[config.mk]
export PLATFORM = sky130hd
export DESIGN_NAME = mod_updown_counter
export DESIGN_NICKNAME = d
export VERILOG_FILES = /design/src/rtl/mod_updown_counter.sv
export SDC_FILE = /design/constraint.sdc
export NUM_CORES = 1
export LEC_CHECK = 0
export ABC_AREA = 0
export CELL_PAD_IN_SITES_DETAIL_PLACEMENT = 0
export CELL_PAD_IN_SITES_GLOBAL_PLACEMENT = 2
export CORE_MARGIN = 2
export CORE_UTILIZATION = 29
export DETAILED_ROUTE_END_ITERATION = 10
export MAX_ROUTING_LAYER = met4
export PLACE_DENSITY = 0.89
export SLEW_MARGIN = 20
export SYNTH_ARGS = -nofsm -noshare
export SYNTH_HDL_FRONTEND = slang
export SYNTH_SLANG_ARGS = --single-unit
[constraint.sdc]
create_clock -name clk -period 3.3 [get_ports clk]
set_input_delay 0.66 -clock clk [delete_from_list [all_inputs] [get_ports clk]]
set_output_delay 0.66 -clock clk [all_outputs]
set_load 0.1 [all_outputs]
[src/rtl/mod_updown_counter.sv]
// mod_updown_counter: parametrised up/down counter.
// Counts modulo MAX+1 (wrap) or clamps at 0/MAX (saturate), with a
// synchronous clear and load, a combinational terminal-count flag, a
// one-cycle wrap pulse and a sticky overflow flag.
module mod_updown_counter #(
  parameter int unsigned     WIDTH    = 8,
  parameter longint unsigned MODULO   = 0,
  parameter bit              SATURATE = 1'b0,
  parameter longint unsigned STEP     = 1
) (
  input  logic             clk,
  input  logic             rst_n,
  input  logic             en,
  input  logic             up,
  input  logic             clr,
  input  logic             load,
  input  logic [WIDTH-1:0] load_val,
  output logic [WIDTH-1:0] count,
  output logic             tc,
  output logic             wrap,
  output logic             ovf
);

  // Top of the count range; MODULO=0 selects the full 2^WIDTH range.
  localparam longint unsigned MAX_L = (MODULO == 0) ? ((64'd1 << WIDTH) - 64'd1)
                                                    : (MODULO - 64'd1);
  // Range-end tests are done one bit wider so that count+STEP cannot alias.
  localparam logic [WIDTH:0]   MAX_X   = (WIDTH+1)'(MAX_L);
  localparam logic [WIDTH:0]   RANGE_X = (WIDTH+1)'(MAX_L + 64'd1);
  localparam logic [WIDTH:0]   STEP_X  = (WIDTH+1)'(STEP);
  localparam logic [WIDTH-1:0] MAX_N   = WIDTH'(MAX_L);
  localparam logic [WIDTH-1:0] STEP_N  = WIDTH'(STEP);

  logic [WIDTH-1:0] r_count;
  logic             r_wrap;
  logic             r_ovf;

  logic [WIDTH:0]   w_cnt_x;
  logic [WIDTH:0]   w_sum_x;
  logic [WIDTH:0]   w_load_x;
  logic             w_up_cross;
  logic             w_dn_cross;
  logic [WIDTH-1:0] w_up_wrap;
  logic [WIDTH-1:0] w_dn_diff;
  logic [WIDTH-1:0] w_dn_wrap;
  logic [WIDTH-1:0] w_load_clamp;
  logic [WIDTH-1:0] w_cnt_nxt;
  logic             w_wrap_nxt;
  logic             w_ovf_nxt;

  assign w_cnt_x      = {1'b0, r_count};
  assign w_sum_x      = w_cnt_x + STEP_X;
  assign w_load_x     = {1'b0, load_val};
  assign w_up_cross   = (w_sum_x > MAX_X);
  assign w_dn_cross   = (w_cnt_x < STEP_X);
  assign w_up_wrap    = WIDTH'(w_sum_x - RANGE_X);
  assign w_dn_diff    = r_count - STEP_N;
  assign w_dn_wrap    = WIDTH'(w_cnt_x + RANGE_X - STEP_X);
  assign w_load_clamp = (w_load_x > MAX_X) ? MAX_N : load_val;

  // Next-state selection: clr beats load beats a counting step beats hold.
  always_comb begin
    w_cnt_nxt  = r_count;
    w_wrap_nxt = 1'b0;
    w_ovf_nxt  = r_ovf;
    if (clr) begin
      w_cnt_nxt = '0;
      w_ovf_nxt = 1'b0;
    end else if (load) begin
      w_cnt_nxt = w_load_clamp;
    end else if (en) begin
      if (up) begin
        if (w_up_cross) begin
          w_cnt_nxt  = SATURATE ? MAX_N : w_up_wrap;
          w_wrap_nxt = 1'b1;
          w_ovf_nxt  = 1'b1;
        end else begin
          w_cnt_nxt = w_sum_x[WIDTH-1:0];
        end
      end else begin
        if (w_dn_cross) begin
          w_cnt_nxt  = SATURATE ? '0 : w_dn_wrap;
          w_wrap_nxt = 1'b1;
          w_ovf_nxt  = 1'b1;
        end else begin
          w_cnt_nxt = w_dn_diff;
        end
      end
    end
  end

  // State register; reset takes effect immediately, without a clock edge.
  always_ff @(posedge clk or negedge rst_n) begin
    if (!rst_n) begin
      r_count <= '0;
      r_wrap  <= 1'b0;
      r_ovf   <= 1'b0;
    end else begin
      r_count <= w_cnt_nxt;
      r_wrap  <= w_wrap_nxt;
      r_ovf   <= w_ovf_nxt;
    end
  end

  // Terminal count flags the step that is about to cross a range end.
  assign tc    = en & ~clr & ~load & (up ? w_up_cross : w_dn_cross);
  assign count = r_count;
  assign wrap  = r_wrap;
  assign ovf   = r_ovf;

endmodule

==> results.md <==
* Share of layout cells above drive strength 1 at 0.198
* Library cells used by synthesis at 36
* Buffer depth of the longest clock path at 2
* Setup slack, reg-to-reg at 1.33 ns
* YS warnings at 0
* Skew-Pair Late Insertion Delay at 0.26 ns
* Number of cells upsized or downsized after cts at 0
* Number of antenna repair diodes at 0
* Cts bufs inserted at 3
* Leakage dissipation at 0.452 nW
* Count of flip-flops with a built-in enable after synthesis at 0
* Synthesized Nets at 111
* H-tree depth at 1
* Floorplan die area at 3360 um2
* Max IR drop VDD at 0.227 mV
* Count of filler cells inserted in the layout at 280
* Via-per-instance ratio at 5.23
* Die outline width at 57.9 um
* Buffers on Ports at 24
* Placement row count at 19
* Area fraction of the dominant cell type after synthesis at 0.297
* Biggest fanout along the worst timing path at 10
* Total routing usage reported by global routing at 0.143
* Outcome: finished, final reports clean
* CTS root buf: sky130_fd_sc_hd__clkbuf_4
* Area of all sequential standard cells at 250 um2
* Cell types occupying the most area after synthesis: sky130_fd_sc_hd__dfrtp_1 30%, sky130_fd_sc_hd__xnor2_1 7.3%, sky130_fd_sc_hd__clkbuf_8 4.9%
* Synth Instances at 94
* Total global routing overflow at 0
* Setup_tns at 0 ns
* Final ANT Viol Nets at 0
* Number of pins with negative max-slew slack in the final report at 0
* CP Launch Type: register
* Number of detailed-route iterations in the first pass at 4
* Antenna violations before repair at 0
* Critical path required time at 2.64 ns
* Clock transition at the registers of the reported paths at 0.06 ns
* Final WL at 2060 um
* Cell type with the largest total area after synthesis: sky130_fd_sc_hd__dfrtp_1
* Arrival time of data at the critical path endpoint at 2.21 ns
* Critical Path End Type: output pin
* Max-slew headroom at 0.671
* DRC violation count after routing at 0
* Synth-to-Final Area Change at 27.7%
* Placed cells at 144
* Synth Register Bits at 10
* Minimum period implied by the final worst setup slack at 2.87 ns
* Detailed placer's ending HPWL at 1580 um
* Number of setup buffers added after CTS at 0
* Starting utilization of the core area at 0.306
* CTS tree: built
* Maximum number of pins on one net before global-route repair at 14
* Post-layout net count at 135
* Total design power at 0.405 mW
* RSZ-0062 raised after global routing: no
* Worst clock skew on the final layout at 0.00296 ns
* Final clock period utilization by the worst path at 0.871
* Sequential share of the synthesized area at 0.297
* Proportion of synthesized flip-flops having asynchronous set or reset at 1.00
* Number of top-level pins at 25
* Summed instance area of the synthesized netlist at 843 um2
* Clk sinks at 10
* Hold WC Path Type: register to register
* Mean area per synthesized cell at 8.97 um2
* Hold-fix buffer count after cts at 0
* Wire length of the first global-routing pass at 3480 um
* Least-Margin Pin Slew at 0.492 ns
* Layout Cells excl Fill at 147
* # setup viols final at 0
* Maximum clock rate at 348 MHz
* Post-DR wirelength/cell at 14.0 um
* Iter 0 DRT Violations at 27
* Number of max-capacitance violations reported at 0
* Tightest hold margin at 0.537 ns
* Core Region at 2760 um2
* Pwr/cell area at 376 nW/um2
* Area occupied by multi-input gates at 503 um2
* Number of hold-slack violations in the final timing report at 0
* Die Span Y at 57.9 um
* Vias in the first global route at 725
* Startpoint-to-endpoint class of the critical path: register to output pin
* Primary flip-flop cell chosen by synthesis mapping: sky130_fd_sc_hd__dfrtp_1
* RD Place Congestion at 0.788
* Routed vias at 769
## through the flow
step,util,instance area (um2),worst slack [ns]
4_1_cts,0.391,1080,0.392
6_report,0.391,1080,0.425
3_5_place_dp,0.382,1050,0.510
3_3_place_gp,0.382,1050,0.551
2_1_floorplan,-,851,0.105
5_1_grt,0.391,1080,0.264
## Yosys cell counts, types with 2 or more instances
| master | n |
|---|---|
| sky130_fd_sc_hd__ha_1 | 3 |
| sky130_fd_sc_hd__nand2b_1 | 2 |
| sky130_fd_sc_hd__o22ai_1 | 2 |
| sky130_fd_sc_hd__mux2i_1 | 4 |
| sky130_fd_sc_hd__nand3_1 | 3 |
| sky130_fd_sc_hd__a21oi_1 | 5 |
| sky130_fd_sc_hd__o21ai_0 | 5 |
| sky130_fd_sc_hd__xnor2_1 | 7 |
| sky130_fd_sc_hd__o21a_1 | 2 |
| sky130_fd_sc_hd__nor2_1 | 11 |
| sky130_fd_sc_hd__nor4_1 | 3 |
| sky130_fd_sc_hd__and4_1 | 2 |
| sky130_fd_sc_hd__nor4b_1 | 2 |
| sky130_fd_sc_hd__nand2_1 | 4 |
| sky130_fd_sc_hd__dfrtp_1 | 10 |
| sky130_fd_sc_hd__clkbuf_8 | 3 |
| sky130_fd_sc_hd__buf_4 | 2 |
| sky130_fd_sc_hd__inv_1 | 6 |
## kinds of logic (layout without fill, tap and decap cells)
family                     after synthesis  count (layout)  share of synthesized area
muxes                                    4               4                     0.0475
AOI/OAI and AO/OA                       21              21                      0.174
DFF                                     10              10                      0.297
and+or+nand+nor                         35              35                      0.239
xor gates and xnor gates                 8               8                     0.0831
adders and majority gates                3               3                     0.0445
buffers and inverters                   13              35                      0.116
## per-layer routing
| metal | global-route usage | part of all wire | up-vias |
|---|---|---|---|
| li1 | - | - | 384 |
| met1 | 0.187 | 0.47 | 354 |
| met2 | 0.209 | 0.46 | 29 |
| met3 | 0.0491 | 0.062 | 2 |
| met4 | 0.0399 | 0.012 | 0 |
| met5 | - | 0 | - |
## sequential cells by signal, indices dropped and copies added, names as in the netlist
name	flops
wrap	1
count	8
ovf	1
## area by class of cell
type                       count  share of cell area
timing repair buffer          26               0.223
sequential                    10               0.232
multi-input combinational     71               0.467
tap                           31              0.0360
clock buffer                   3              0.0209
inverter                       6              0.0209
## placed cells by master (no fill, tap or decap), types with 2 or more instances in the layout
master,instances
sky130_fd_sc_hd__a21oi_1,5
sky130_fd_sc_hd__and4_1,2
sky130_fd_sc_hd__buf_4,12
sky130_fd_sc_hd__clkbuf_4,3
sky130_fd_sc_hd__clkdlybuf4s50_1,13
sky130_fd_sc_hd__dfrtp_1,10
sky130_fd_sc_hd__ha_1,3
sky130_fd_sc_hd__inv_1,6
sky130_fd_sc_hd__mux2i_1,4
sky130_fd_sc_hd__nand2_1,4
sky130_fd_sc_hd__nand2b_1,2
sky130_fd_sc_hd__nand3_1,3
sky130_fd_sc_hd__nor2_1,10
sky130_fd_sc_hd__nor4_1,3
sky130_fd_sc_hd__nor4b_1,2
sky130_fd_sc_hd__o21a_1,2
sky130_fd_sc_hd__o21ai_0,5
sky130_fd_sc_hd__o22ai_1,2
sky130_fd_sc_hd__xnor2_1,7
## report_power, final
part | leakage (nW) | switching (mW) | internal [mW] | total (mW)
Clock | 0.0138 | 0.0415 | 0.0422 | 0.0837
Combinational | 0.306 | 0.109 | 0.0613 | 0.170
Sequential | 0.132 | 0.0197 | 0.131 | 0.151
Total | 0.452 | 0.170 | 0.234 | 0.405
## critical path, stage by stage (launching register included)
cell and delay, ns:
sky130_fd_sc_hd__dfrtp_1 0.53, sky130_fd_sc_hd__ha_1 0.34, sky130_fd_sc_hd__nor2b_1 0.08, sky130_fd_sc_hd__a221o_1 0.34
sky130_fd_sc_hd__a41oi_1 0.40, sky130_fd_sc_hd__nor2_4 0.08, sky130_fd_sc_hd__buf_12 0.17
## path summary, 6_finish.rpt
path | startpoint | end | depth (start not counted)
min | ovf$_DFFE_PN0P_ | ovf$_DFFE_PN0P_ | 2
max reg2reg | count[0]$_DFFE_PN0P_ | ovf$_DFFE_PN0P_ | 5
min in group asynchronous | rst_n | count[7]$_DFFE_PN0P_ | 1
min reg2reg | ovf$_DFFE_PN0P_ | ovf$_DFFE_PN0P_ | 2
max in group asynchronous | rst_n | count[6]$_DFFE_PN0P_ | 1
max | count[0]$_DFFE_PN0P_ | tc | 6
Power figures use the tool's default switching activity.
